$ cat src/rtl/decode_queue.sv
// decode_queue: registered RV32I decoder feeding a DEPTH-entry FIFO towards execute.
// Ports: clk, rst (sync, active-low), flush_i (drop all entries and same-cycle enqueue),
//   in_valid_i/in_ready_o/in_pc_i/in_inst_i (fetch side),
//   out_valid_o/out_ready_i/out_pc_o/out_inst_o/out_ctrl_o/out_illegal_o/out_muldiv_o (execute side),
//   count_o (occupancy), illegal_cnt_o (saturating count of illegal words enqueued).
// Optional: define DECODE_QUEUE_RV32M_EN to accept M-extension op_reg encodings.
package decode_queue_pkg;
  localparam logic [6:0] op_lui = 7'b0110111, op_auipc = 7'b0010111, op_jal = 7'b1101111,
    op_jalr = 7'b1100111, op_br = 7'b1100011, op_load = 7'b0000011, op_store = 7'b0100011,
    op_imm = 7'b0010011, op_reg = 7'b0110011;
  localparam logic [2:0] alu_add = 3'd0, alu_sll = 3'd1, alu_sra = 3'd2, alu_sub = 3'd3,
    alu_xor = 3'd4, alu_srl = 3'd5, alu_or = 3'd6, alu_and = 3'd7;
  localparam logic [2:0] cmp_blt = 3'b100, cmp_bltu = 3'b110;
  localparam logic a1_rs1_out = 1'b0, a1_pc_out = 1'b1;
  localparam logic [2:0] a2_i_imm = 3'd0, a2_u_imm = 3'd1, a2_b_imm = 3'd2, a2_s_imm = 3'd3,
    a2_j_imm = 3'd4, a2_rs2_out = 3'd5;
  localparam logic c_rs2_out = 1'b0, c_i_imm = 1'b1;
  localparam logic [3:0] rf_alu_out = 4'd0, rf_br_en = 4'd1, rf_u_imm = 4'd2, rf_lw = 4'd3,
    rf_pc_plus4 = 4'd4, rf_lb = 4'd5, rf_lbu = 4'd6, rf_lh = 4'd7, rf_lhu = 4'd8;
  typedef struct packed {
    logic [6:0] opcode;
    logic [2:0] funct3;
    logic [2:0] aluop;
    logic [2:0] cmpop;
    logic       alumux1;
    logic [2:0] alumux2;
    logic       cmpmux;
    logic [3:0] regfilemux;
    logic       load_regfile;
    logic       load_pc;
    logic       branch;
    logic       data_read;
    logic       data_write;
  } control_word_t;
endpackage

module decode_queue
  import decode_queue_pkg::*;
#(
  parameter int DEPTH = 2,
  parameter int CNT_W = 16
) (
  input  logic                     clk,
  input  logic                     rst,
  input  logic                     flush_i,
  input  logic                     in_valid_i,
  output logic                     in_ready_o,
  input  logic [31:0]              in_pc_i,
  input  logic [31:0]              in_inst_i,
  output logic                     out_valid_o,
  input  logic                     out_ready_i,
  output logic [31:0]              out_pc_o,
  output logic [31:0]              out_inst_o,
  output control_word_t            out_ctrl_o,
  output logic                     out_illegal_o,
  output logic                     out_muldiv_o,
  output logic [$clog2(DEPTH):0]   count_o,
  output logic [CNT_W-1:0]         illegal_cnt_o
);
  localparam int aw = $clog2(DEPTH);
  logic [6:0] op, f7;
  logic [2:0] f3;
  logic [4:0] rd;
  logic enq, deq, ill, md, rtype_ok;
  control_word_t cw;
  logic [aw-1:0] wptr, rptr;
  logic [31:0] pc_mem [DEPTH];
  logic [31:0] inst_mem [DEPTH];
  control_word_t ctrl_mem [DEPTH];
  logic [DEPTH-1:0] ill_mem, md_mem;
  assign op = in_inst_i[6:0];
  assign rd = in_inst_i[11:7];
  assign f3 = in_inst_i[14:12];
  assign f7 = in_inst_i[31:25];
  assign in_ready_o = count_o != (aw+1)'(DEPTH);
  assign out_valid_o = count_o != '0;
  assign enq = in_valid_i & in_ready_o & ~flush_i;
  assign deq = out_valid_o & out_ready_i & ~flush_i;
  assign rtype_ok = f7 == 7'b0000000 || (f7 == 7'b0100000 && (f3 == 3'b000 || f3 == 3'b101));
  always_comb begin
    cw = '0;
    cw.opcode = op;
    cw.funct3 = f3;
    cw.aluop = f3;
    cw.cmpop = f3;
    ill = 1'b0;
    md = 1'b0;
    case (op)
      op_lui: begin
        cw.load_regfile = 1'b1;
        cw.regfilemux = rf_u_imm;
      end
      op_auipc: begin
        cw.alumux1 = a1_pc_out;
        cw.alumux2 = a2_u_imm;
        cw.aluop = alu_add;
        cw.load_regfile = 1'b1;
      end
      op_jal: begin
        cw.alumux1 = a1_pc_out;
        cw.alumux2 = a2_j_imm;
        cw.aluop = alu_add;
        cw.load_pc = 1'b1;
        cw.load_regfile = 1'b1;
        cw.regfilemux = rf_pc_plus4;
      end
      op_jalr: begin
        ill = f3 != 3'b000;
        cw.aluop = alu_add;
        cw.load_pc = 1'b1;
        cw.load_regfile = 1'b1;
        cw.regfilemux = rf_pc_plus4;
      end
      op_br: begin
        ill = f3[2:1] == 2'b01;
        cw.alumux1 = a1_pc_out;
        cw.alumux2 = a2_b_imm;
        cw.aluop = alu_add;
        cw.branch = 1'b1;
      end
      op_load: begin
        ill = f3 == 3'b011 || f3[2:1] == 2'b11;
        cw.aluop = alu_add;
        cw.data_read = 1'b1;
        cw.load_regfile = 1'b1;
        cw.regfilemux = f3 == 3'b000 ? rf_lb : f3 == 3'b001 ? rf_lh :
                        f3 == 3'b100 ? rf_lbu : f3 == 3'b101 ? rf_lhu : rf_lw;
      end
      op_store: begin
        ill = f3 > 3'b010;
        cw.alumux2 = a2_s_imm;
        cw.aluop = alu_add;
        cw.data_write = 1'b1;
      end
      op_imm: begin
        ill = (f3 == 3'b001 && f7 != 7'b0000000) ||
              (f3 == 3'b101 && f7 != 7'b0000000 && f7 != 7'b0100000);
        cw.load_regfile = 1'b1;
        cw.aluop = (f3 == 3'b101 && f7[5]) ? alu_sra : f3;
        cw.cmpmux = f3[2:1] == 2'b01 ? c_i_imm : c_rs2_out;
        cw.cmpop = f3 == 3'b011 ? cmp_bltu : f3 == 3'b010 ? cmp_blt : f3;
        cw.regfilemux = f3[2:1] == 2'b01 ? rf_br_en : rf_alu_out;
      end
      op_reg: begin
`ifdef DECODE_QUEUE_RV32M_EN
        md = f7 == 7'b0000001;
`endif
        ill = !(rtype_ok || md);
        cw.alumux2 = a2_rs2_out;
        cw.load_regfile = 1'b1;
        cw.aluop = md ? f3 : f3 == 3'b000 ? (f7[5] ? alu_sub : alu_add) :
                   f3 == 3'b101 ? (f7[5] ? alu_sra : alu_srl) : f3;
        cw.cmpop = !md && f3 == 3'b011 ? cmp_bltu : !md && f3 == 3'b010 ? cmp_blt : f3;
        cw.regfilemux = !md && f3[2:1] == 2'b01 ? rf_br_en : rf_alu_out;
      end
      default: ill = 1'b1;
    endcase
    if (ill) begin
      cw = '0;
      cw.opcode = op;
      cw.funct3 = f3;
    end
    if (rd == 5'd0) cw.load_regfile = 1'b0;
  end
  always_ff @(posedge clk) begin
    if (!rst || flush_i) begin
      wptr <= '0;
      rptr <= '0;
      count_o <= '0;
    end else begin
      if (enq) wptr <= wptr + aw'(1);
      if (deq) rptr <= rptr + aw'(1);
      count_o <= (enq && !deq) ? count_o + (aw+1)'(1) :
                 (!enq && deq) ? count_o - (aw+1)'(1) : count_o;
    end
  end
  always_ff @(posedge clk) begin
    if (!rst) illegal_cnt_o <= '0;
    else if (enq && ill && !(&illegal_cnt_o)) illegal_cnt_o <= illegal_cnt_o + CNT_W'(1);
  end
  always_ff @(posedge clk) begin
    if (enq) begin
      pc_mem[wptr] <= in_pc_i;
      inst_mem[wptr] <= in_inst_i;
      ctrl_mem[wptr] <= cw;
      ill_mem[wptr] <= ill;
      md_mem[wptr] <= md;
    end
  end
  // Head fields are gated so an empty queue presents all-zero data.
  assign out_pc_o = out_valid_o ? pc_mem[rptr] : '0;
  assign out_inst_o = out_valid_o ? inst_mem[rptr] : '0;
  assign out_ctrl_o = out_valid_o ? ctrl_mem[rptr] : '0;
  assign out_illegal_o = out_valid_o & ill_mem[rptr];
  assign out_muldiv_o = out_valid_o & md_mem[rptr];
endmodule
$ cat config.mk
export PLATFORM = sky130hd
export DESIGN_NAME = decode_queue
export DESIGN_NICKNAME = d
export VERILOG_FILES = /design/src/rtl/decode_queue.sv
export SDC_FILE = /design/constraint.sdc
export NUM_CORES = 1
export LEC_CHECK = 0
export ABC_AREA = 1
export CAP_MARGIN = 20
export CORE_MARGIN = 5
export CORE_UTILIZATION = 56
export CTS_BUF_LIST = sky130_fd_sc_hd__clkbuf_4 sky130_fd_sc_hd__clkbuf_8
export CTS_CLUSTER_DIAMETER = 120
export DETAILED_ROUTE_END_ITERATION = 8
export GPL_ROUTABILITY_DRIVEN = 0
export PLACE_DENSITY = 0.88
export SYNTH_ARGS = -nofsm -noshare
export SYNTH_HDL_FRONTEND = slang
export SYNTH_SLANG_ARGS = --single-unit
$ cat constraint.sdc
create_clock -name clk -period 13.81 [get_ports clk]
set_clock_uncertainty 0.2 [all_clocks]
set_input_delay 1.381 -clock clk [delete_from_list [all_inputs] [get_ports clk]]
set_output_delay 1.381 -clock clk [all_outputs]
set_load 0.01 [all_outputs]
# ---- Word level (Yosys, flattened, before mapping)
# Memories as Yosys holds them, arrays and structs flattened. A register that Yosys moved wholly into a read port is not among the register bits.
# Cells that the tools add are included.
dict set report op_classes {
  add_sub_neg 5
  n_lt_le_gt_ge 4
  eq_ne 19
  mux 47
  n_bitwise 9
  n_reduce_logical 34
}
# operator n
set op_table {}
lappend op_table {{32-bit two-way mux} 2}
lappend op_table {{30-bit two-way mux} 1}
lappend op_table {{7-bit by 6-bit == test with 1-bit output, second input constant} 4}
lappend op_table {{1-bit two-way mux} 23}
lappend op_table {{7-bit == test, second input constant} 3}
lappend op_table {{3-bit two-way mux} 7}
lappend op_table {{20-bit two-way mux} 1}
lappend op_table {{16-bit by 1-bit adder with 16-bit output, second input constant} 1}
lappend op_table {{4-bit two-way mux} 4}
lappend op_table {{4-bit one-hot mux with 4 select lines} 1}
lappend op_table {{16-bit AND reduction} 1}
lappend op_table {{3-bit one-hot mux with 5 select lines} 1}
lappend op_table {{7-bit by 5-bit == test with 1-bit output, second input constant} 2}
lappend op_table {{1-bit logical AND} 10}
lappend op_table {{3-bit one-hot mux with 3 select lines} 1}
lappend op_table {{7-bit by 2-bit == test with 1-bit output, second input constant} 1}
lappend op_table {{7-bit logical NOT} 1}
lappend op_table {{7-bit by 6-bit != test with 1-bit output, second input constant} 1}
lappend op_table {{1-bit one-hot mux with 7 select lines} 1}
lappend op_table {{7-bit nonzero test} 1}
lappend op_table {{7-bit OR reduction} 1}
lappend op_table {{1-bit bitwise AND} 6}
lappend op_table {{3-bit by 2-bit == test with 1-bit output, second input constant} 2}
lappend op_table {{3-bit == test, second input constant} 2}
lappend op_table {{25 further kinds} 40}
dict set report word_totals {
  ff_bits 24
  mem_bits_rw 188
  input_bits 69
  memories 3
}
# name words word_bits rd rd_clocked_by_memory_dff write_ports line
set memory_table {}
lappend memory_table {inst_mem 2 32 1 1 1 68} ;# logic [31:0] inst_mem [DEPTH];
lappend memory_table {pc_mem 2 32 1 1 1 67} ;# logic [31:0] pc_mem [DEPTH];
lappend memory_table {ctrl_mem 2 30 1 1 1 69} ;# control_word_t ctrl_mem [DEPTH];

# ---- Longest topological paths before layout
# Gate-level depths: netlist of run 1.
dict set report depth {
  ltp_word 8
  mapped_depth 13
  ltp_nobuf 12
}

# ---- Least setup slack after synthesis of run 1
# Ideal clock, no wire load.
dict set report synth_path {
  kind {input-to-reg}
  start {input port flush_i}
  end {memory ctrl_mem[1][0] (netlist name), enable pin}
  setup_ps 531
  arrival_time_ps 5128
  required_time_ps 13079
  setup_slack_ps 7951
  path_stages 3
  path_cell_list {inv_1 > nand3_1 > nor2_1}
}
dict set report synth_via {
  elab_chain_len 4
}
# item line
set synth_lines {}
lappend synth_lines {{start, declared} 45} ;# input logic flush_i,
lappend synth_lines {{1-bit inverter} 77} ;# assign enq = in_valid_i & in_ready_o & ~flush_i;
lappend synth_lines {{1-bit bitwise AND} 77}
lappend synth_lines {{1-bit two-way mux} 182} ;# if (enq) begin
lappend synth_lines {{1-bit two-way mux (not written as such)} 185} ;# ctrl_mem[wptr] <= cw;
lappend synth_lines {{end, declared} 69}
# No other way between the ends.

==> results.md, run 1 <==
| Parameter | Reported |
|:---|:---|
| Number of DRC markers after the initial detailed-route iteration | 535 |
| Register cell area after layout | 0.00559 mm² |
| IR drop worst, VDD | 0.0000652 V |
| Remaining global-route overflow | 0 |
| Post-synthesis cell count | 758 |
| Latest clock arrival within the worst-skew pair | 0.46 ns |
| Setup repair after global routing missed its margin | false |
| Leading post-synthesis cells by cell area | sky130_fd_sc_hd__edfxtp_1 63%, sky130_fd_sc_hd__nand2_1 10%, sky130_fd_sc_hd__a21oi_1 6.8%, sky130_fd_sc_hd__dfxtp_1 5.1%, sky130_fd_sc_hd__nor2_1 1.9% |
| Required arrival time at the worst endpoint | 12.23 ns |
| Growth of design area from synthesis to finish | 28.4% |
| Number of buffers added on ports | 184 |
| I/O Pins | 185 |
| Number of fillers in the final layout | 976 |
| Total Routing Usage GR | 23.1% |
| Clock power frac | 34.3% |
| Avg Synthesized Cell Area | 10.9 µm² |
| Max Transition Viols Final | 0 |
| Post-cts sizing count | 0 |
| Setup bufs post-CTS | 0 |
| Remaining design rule violation count | 0 |
| Number of warnings issued by yosys | 0 |
| Core Region | 0.0145 mm² |
| Largest net degree at the start of global routing | 85 |
| Launch point of the worst reg-to-reg path | count_o[0]$_SDFFE_PP0P_ |
| Drt first pass iters | 5 |
| Critical path arrival | 2.73 ns |
| Transition time at the pin with the least slew margin | 0.952 ns |
| Number of endpoints with negative hold slack in the final report | 0 |
| Crit path kind | flip-flop to primary output |
| Crit Reg-Reg Endpoint | ctrl_mem[0][17]$_DFFE_PP_ |
| List of cells traversed by the critical path | inv_2 > buf_4 > nand2_1 > a21oi_1 > clkdlybuf4s50_1 |
| Wire length per cell | 18.2 µm |
| Crit path launch type | flip-flop |
| Power density cells | 109 mW/mm² |
| Crit-path max FO | 74 |
| Power share of the combinational group | 9.1% |
| Floorplan die area | 0.0173 mm² |
| Hold path startpoint | md_mem[0]$_DFFE_PP_ |
| Worst hold path endpoint | md_mem[0]$_DFFE_PP_ |
| Library cell with the highest instance count after synthesis | sky130_fd_sc_hd__nand2_1 |
| Global-route wire length before repair | 31900 µm |
| Synth Cell Area | 0.00826 mm² |
| Share of post-route cells with drive strength above 1 | 7.17% |
| Post-route fraction of the period consumed by the critical path | 31.2% |
| Count of inserted antenna diode cells | 0 |
| Setup slack, reg-to-reg | 10.79 ns |
| Path category of the worst min-delay check | flip-flop to flip-flop |
| Number of antenna violations at the first check in global routing | 0 |
| Starting density of the core | 57.0% |
| Portion of total power attributed to sequential cells | 56.6% |
| Synth Register Bits | 193 |
| Number of different library cells in the post-synthesis netlist | 39 |
| Max Clock Freq | 232 MHz |
| Number of H-tree levels | 4 |
| Maximum buffer depth of the clock tree | 2 |
| Total of max-cap violations | 0 |
| NetSw | 256 µW |
| Cell chosen for the clock root | sky130_fd_sc_hd__clkbuf_8 |
| Post-synth EDFFs | 172 |
| Clock tree sinks | 193 |
| Antenna-violating nets left | 0 |
| Depth of the worst register-to-register path | 5 |
| Crit path time final | 4.31 ns |
| Cell with the biggest individual delay on the critical path | sky130_fd_sc_hd__buf_4 |
| # setup viols final | 0 |
| Predominant post-synthesis flop cell | sky130_fd_sc_hd__edfxtp_1 |
| Fraction of post-synthesis cell area in the top cell type by area | 62.6% |
| Final TNS setup | 0 ns |
| Placed wire-length estimate | 13100 µm |
| Leakage component of the power | 0.00370 µW |
| Worst slew margin relative to its limit | 36.5% |
| Hold Path Cell Cnt | 2 |
| Sw Share | 22.1% |
| Final wirelength | 20300 µm |
| Library cell occupying the most area in the post-synthesis netlist | sky130_fd_sc_hd__edfxtp_1 |
| Per-cell via count in the routed design | 5.52 |
| Via count | 6169 |
| Multi-input combinational cell area | 0.00232 mm² |
| Status | finished, final reports clean |
| Number of nets at the end of the flow | 992 |
| Count of hold-fix buffers inserted at cts | 0 |
| Most frequent cells after synthesis | 226 x sky130_fd_sc_hd__nand2_1, 172 x sky130_fd_sc_hd__edfxtp_1, 112 x sky130_fd_sc_hd__a21oi_1, 42 x sky130_fd_sc_hd__nor2_1, 33 x sky130_fd_sc_hd__inv_1 |
| Part of the Yosys area used for sequential elements | 67.6% |
| CTS tree | done |
| Horiz. Die Dim | 131 µm |
| CP endpoint kind | primary output |
| Via count of the first global-routing pass | 6077 |
| Internal cell power | 899 µW |
| Total number of placement rows | 44 |
| Worst hold slack across all endpoints | 0.344 ns |
| Async set-reset flop share out of synthesis | 0% |
| CTS Buf Count | 17 |
| Number of nets produced by synthesis | 829 |
| Maximum single-stage delay on the critical path | 0.65 ns |
| Clock-pin slew of the registers on the worst-case setup and hold paths | 0.09 ns |
| Die height | 131 µm |
-- final cells by class --
cell class	instances	share of cell area, %
clock inverter	13	1.73
multi-input combinational	482	21.8
timing repair buffer	190	17.9
clock buffer	19	2.35
tap	184	2.17
inverter	37	1.31
sequential	193	52.7
-- cells in the final DEF (no fill, tap or decap), types with 2 or more instances in the layout --
master,count
sky130_fd_sc_hd__clkinv_4,3
sky130_fd_sc_hd__o21ai_0,6
sky130_fd_sc_hd__xor2_1,7
sky130_fd_sc_hd__clkdlybuf4s50_1,184
sky130_fd_sc_hd__xnor2_1,6
sky130_fd_sc_hd__a21oi_1,112
sky130_fd_sc_hd__nor2_1,39
sky130_fd_sc_hd__inv_2,5
sky130_fd_sc_hd__bufinv_16,4
sky130_fd_sc_hd__nand3_2,2
sky130_fd_sc_hd__dfxtp_1,20
sky130_fd_sc_hd__clkbuf_8,17
sky130_fd_sc_hd__nand3_1,22
sky130_fd_sc_hd__nor2_2,4
sky130_fd_sc_hd__clkinv_1,3
sky130_fd_sc_hd__nand2_2,6
sky130_fd_sc_hd__edfxtp_1,172
sky130_fd_sc_hd__nor3_1,8
sky130_fd_sc_hd__nand4_1,21
sky130_fd_sc_hd__clkbuf_4,2
sky130_fd_sc_hd__ha_1,2
sky130_fd_sc_hd__inv_1,32
sky130_fd_sc_hd__nand2_1,226
sky130_fd_sc_hd__nor2_4,4
sky130_fd_sc_hd__a211oi_1,2
sky130_fd_sc_hd__inv_6,3
sky130_fd_sc_hd__buf_4,5
-- through the flow --
step           utilization (%)  cell area (µm²)  power [µW]  instances  setup slack [ns]
2_1_floorplan                -             8260         713        758              7.95
3_3_place_gp              70.1            10200         767       1085              9.35
3_5_place_dp              70.1            10200         771       1085              9.22
4_1_cts                   73.1            10600        1160       1117              9.48
5_1_grt                   73.2            10600        1190       1118              9.38
6_report                  73.2            10600        1150       1118              9.50
-- state kept, by name (all words and copies together), names as in the netlist, named ones only --
register / flops
count_o: 2
ctrl_mem: 58
ill_mem: 2
illegal_cnt_o: 16
inst_mem: 46
md_mem: 2
pc_mem: 64
rptr: 1
wptr: 1
-- worst max-delay path by stage --
stage,startpoint,endpoint,slack (ns),cells after the start
after detailed placement,in_inst_i[6],illegal_cnt_o[11]$_SDFFE_PN0P_,9.22,10
after global placement,in_inst_i[6],illegal_cnt_o[14]$_SDFFE_PN0P_,9.35,10
after floorplan,flush_i,ctrl_mem[1][0]$_DFFE_PP_,7.95,3
after global routing,flip-flop,out_ctrl_o[27],9.38,5
after CTS,flip-flop,out_pc_o[15],9.48,5
final,flip-flop,out_pc_o[15],9.50,5
-- cell families after synthesis --
| kind of cell | after synthesis | synth area share (%) |
|---|---|---|
| DFF | 193 | 67.6 |
| xor gates and xnor gates | 13 | 1.38 |
| buffers and inverters | 83 | 4.58 |
| and+or+nand+nor | 342 | 18.2 |
| AOI/OAI and AO/OA | 125 | 7.85 |
| adders and majority gates | 2 | 0.303 |
-- per-layer routing --
layer	routed length, µm	share of wire (%)	vias to the layer above	track usage [%]
met5	0	0	-	0
met4	405	2.0	0	7.60
met3	1450	7.1	29	4.55
met2	9740	48	291	36.9
met1	8720	43	2909	32.2
li1	-	-	2940	-
-- critical path: cells and delay by family (launching register included) --
kind / cells / cell delay, ns
buffers and inverters: 3 / 1.44
DFF: 1 / 0.33
and+or+nand+nor: 1 / 0.19
AOI/OAI and AO/OA: 1 / 0.23
-- power groups by stage --
stage / Combinational (µW) / Clock (µW) / Sequential [µW]
6_report: 105 / 396 / 654
4_1_cts: 105 / 402 / 654
3_5_place_dp: 104 / 0 / 667
2_1_floorplan: 45.6 / 0 / 668
5_1_grt: 113 / 426 / 655
3_3_place_gp: 101 / 0 / 666
No activity file was read; power rests on OpenSTA's default activity.
==> run 2, diff against run 1 <==
CORE_UTILIZATION = 47   (was 56)
PLACE_DENSITY = 0.78   (was 0.88)
clock period = 3.8 ns   (was 13.81 ns; I/O delays follow)
==> run 2 against run 1 <==
Non-clock buffer count rose by 5. Critical path depth grew 1. Flip-flop and latch count is the same. Power grew to 3.4 times the previous value. Clock-buffer cell count shrank 2. Final area increased by 0.24%. Hold slack worse by 0.064 ns. Wire length fell by 2.5%. Critical path type unchanged. Critical endpoint is now out_muldiv_o. Highest routed layer unchanged.
==> results.md, run 2 (same netlist as run 1, synthesis figures left out) <==
| Parameter | Reported |
|:---|:---|
| Launch point of the worst reg-to-reg path | count_o[0]$_SDFFE_PP0P_ |
| Leakage component of the power | 0.00369 µW |
| Horiz. Die Dim | 143 µm |
| Power density cells | 372 mW/mm² |
| Cell chosen for the clock root | sky130_fd_sc_hd__clkbuf_8 |
| Max Clock Freq | 296 MHz |
| Drt first pass iters | 5 |
| Required arrival time at the worst endpoint | 3.22 ns |
| Setup bufs post-CTS | 0 |
| Path category of the worst min-delay check | primary input to flip-flop |
| Setup slack, reg-to-reg | 0.97 ns |
| Global-route wire length before repair | 30700 µm |
| List of cells traversed by the critical path | nor2_4 > buf_4 > inv_1 > o21ai_0 > a21oi_1 > clkdlybuf4s50_1 |
| Number of nets at the end of the flow | 998 |
| Worst hold slack across all endpoints | 0.281 ns |
| Clock power frac | 30.3% |
| Antenna-violating nets left | 0 |
| Growth of design area from synthesis to finish | 28.7% |
| Internal cell power | 3000 µW |
| Setup crit end | out_muldiv_o |
| Maximum buffer depth of the clock tree | 2 |
| CTS Buf Count | 17 |
| Share of post-route cells with drive strength above 1 | 7.98% |
| Critical path arrival | 2.80 ns |
| Number of H-tree levels | 4 |
| Crit Reg-Reg Endpoint | count_o[1]$_SDFFE_PP0P_ |
| Wire length per cell | 17.0 µm |
| Via count | 6118 |
| Clock tree sinks | 193 |
| Remaining design rule violation count | 0 |
| Number of endpoints with negative hold slack in the final report | 0 |
| Status | finished, final reports clean |
| Core Region | 0.0173 mm² |
| Setup repair after global routing missed its margin | false |
| Remaining global-route overflow | 0 |
| CP endpoint kind | primary output |
| Total number of placement rows | 48 |
| Worst slew margin relative to its limit | 32.5% |
| Number of DRC markers after the initial detailed-route iteration | 356 |
| Latest clock arrival within the worst-skew pair | 0.45 ns |
| Most common library cell in the layout ignoring fill and taps | sky130_fd_sc_hd__nand2_1 |
| Most used cells in the layout excluding fill and tap cells | 226 x sky130_fd_sc_hd__nand2_1, 184 x sky130_fd_sc_hd__clkdlybuf4s50_1, 172 x sky130_fd_sc_hd__edfxtp_1 |
| Maximum single-stage delay on the critical path | 0.56 ns |
| # setup viols final | 0 |
| Final TNS setup | 0 ns |
| Largest net degree at the start of global routing | 64 |
| Total power consumption of the routed design | 3960 µW |
| Total Routing Usage GR | 19.3% |
| Clock-pin slew of the registers on the worst-case setup and hold paths | 0.10 ns |
| Dpl cells | 1132 |
| Final non-filler cell total | 1165 |
| Max Transition Viols Final | 0 |
| IR drop worst, VDD | 0.000211 V |
| Transition time at the pin with the least slew margin | 1.01 ns |
| Reg with most FFs | pc_mem |
| Placed wire-length estimate | 13100 µm |
| Largest registers ranked by flip-flop count | pc_mem: 64 flops, ctrl_mem: 58 flops, inst_mem: 46 flops |
| Via count of the first global-routing pass | 6038 |
| Die height | 143 µm |
| Total of max-cap violations | 0 |
| Final wirelength | 19800 µm |
| Floorplan die area | 0.0203 mm² |
| Sw Share | 24.1% |
| Crit path kind | flip-flop to primary output |
| CTS tree | done |
| NetSw | 953 µW |
| Crit. Startpoint | count_o[0]$_SDFFE_PP0P_ |
| Crit path launch type | flip-flop |
| Portion of total power attributed to sequential cells | 60.1% |
| I/O Pins | 185 |
| Flip-flop count of the largest register, all copies and words added | 64 |
| Per-cell via count in the routed design | 5.25 |
| Starting density of the core | 47.7% |
| Cell with the biggest individual delay on the critical path | sky130_fd_sc_hd__buf_4 |
| Number of buffers added on ports | 184 |
| Crit-path max FO | 45 |
| Number of antenna violations at the first check in global routing | 0 |
| Post-route fraction of the period consumed by the critical path | 88.9% |
| Crit path time final | 3.38 ns |
| Depth of the worst register-to-register path | 9 |
| Power share of the combinational group | 9.6% |
| Count of inserted antenna diode cells | 0 |
-- run 2: worst min path at each step --
stage,startpoint,to,slack (ns),depth (start not counted)
floorplan,in_inst_i[12],ctrl_mem[0][20]$_DFFE_PP_,0.28,0
global placement,illegal_cnt_o[1]$_SDFFE_PN0P_,illegal_cnt_o[1]$_SDFFE_PN0P_,0.29,2
detailed placement,illegal_cnt_o[1]$_SDFFE_PN0P_,illegal_cnt_o[1]$_SDFFE_PN0P_,0.30,2
CTS,rst,illegal_cnt_o[12]$_SDFFE_PN0P_,0.25,3
global route,in_pc_i[7],pc_mem[0][7]$_DFFE_PP_,0.26,1
finish,rst,illegal_cnt_o[12]$_SDFFE_PN0P_,0.28,3
-- run 2: per-stage QoR --
step / area (µm²) / setup WS, ns / util (%)
2_1_floorplan: 8260 / 0.190 / -
4_1_cts: 10600 / 0.121 / 61.4
6_report: 10600 / 0.421 / 61.5
3_5_place_dp: 10300 / 0.611 / 59.3
3_3_place_gp: 10300 / 0.648 / 59.3
5_1_grt: 10600 / 0.216 / 61.5
-- run 2: metal layers --
metal	vias to the layer above	global-route usage (%)	part of all wire, %
met5	-	0	0
met4	0	5.55	1.3
met3	16	4.84	7.4
met2	226	32.2	49
met1	2921	25.0	43
li1	2955	-	-
-- run 2: area by class of cell --
| cell class | count | area, µm² |
|---|---|---|
| fillers | 1416 | 6670 |
| multi-input cells | 483 | 2320 |
| flip-flops and latches | 193 | 5590 |
| clock inverters | 15 | 126 |
| inverters | 37 | 139 |
| repair buffers | 195 | 1940 |
| clock buffers | 17 | 234 |
| well taps | 225 | 282 |
-- run 2: power by group through the flow --
stage / Clock, µW / Combinational (µW) / Sequential (µW)
finish: 1200 / 379 / 2380
global route: 1330 / 412 / 2380
CTS: 1240 / 381 / 2380
detailed placement: 0 / 379 / 2430
global placement: 0 / 372 / 2420
floorplan: 0 / 166 / 2420
-- run 2: critical path: cells and delay by family, from the launching register on --
kind | cells | cell delay, ns
buf+inv | 3 | 1.21
flops | 1 | 0.43
simple gates | 1 | 0.52
compound gates | 2 | 0.16
-- run 2: what timing repair did --
item | CTS | global route
hold buffers | 0 | 0
hold endpoints to repair | 0 | 0
setup endpoints to repair | 0 | 1
gates resized for setup | 0 | 0
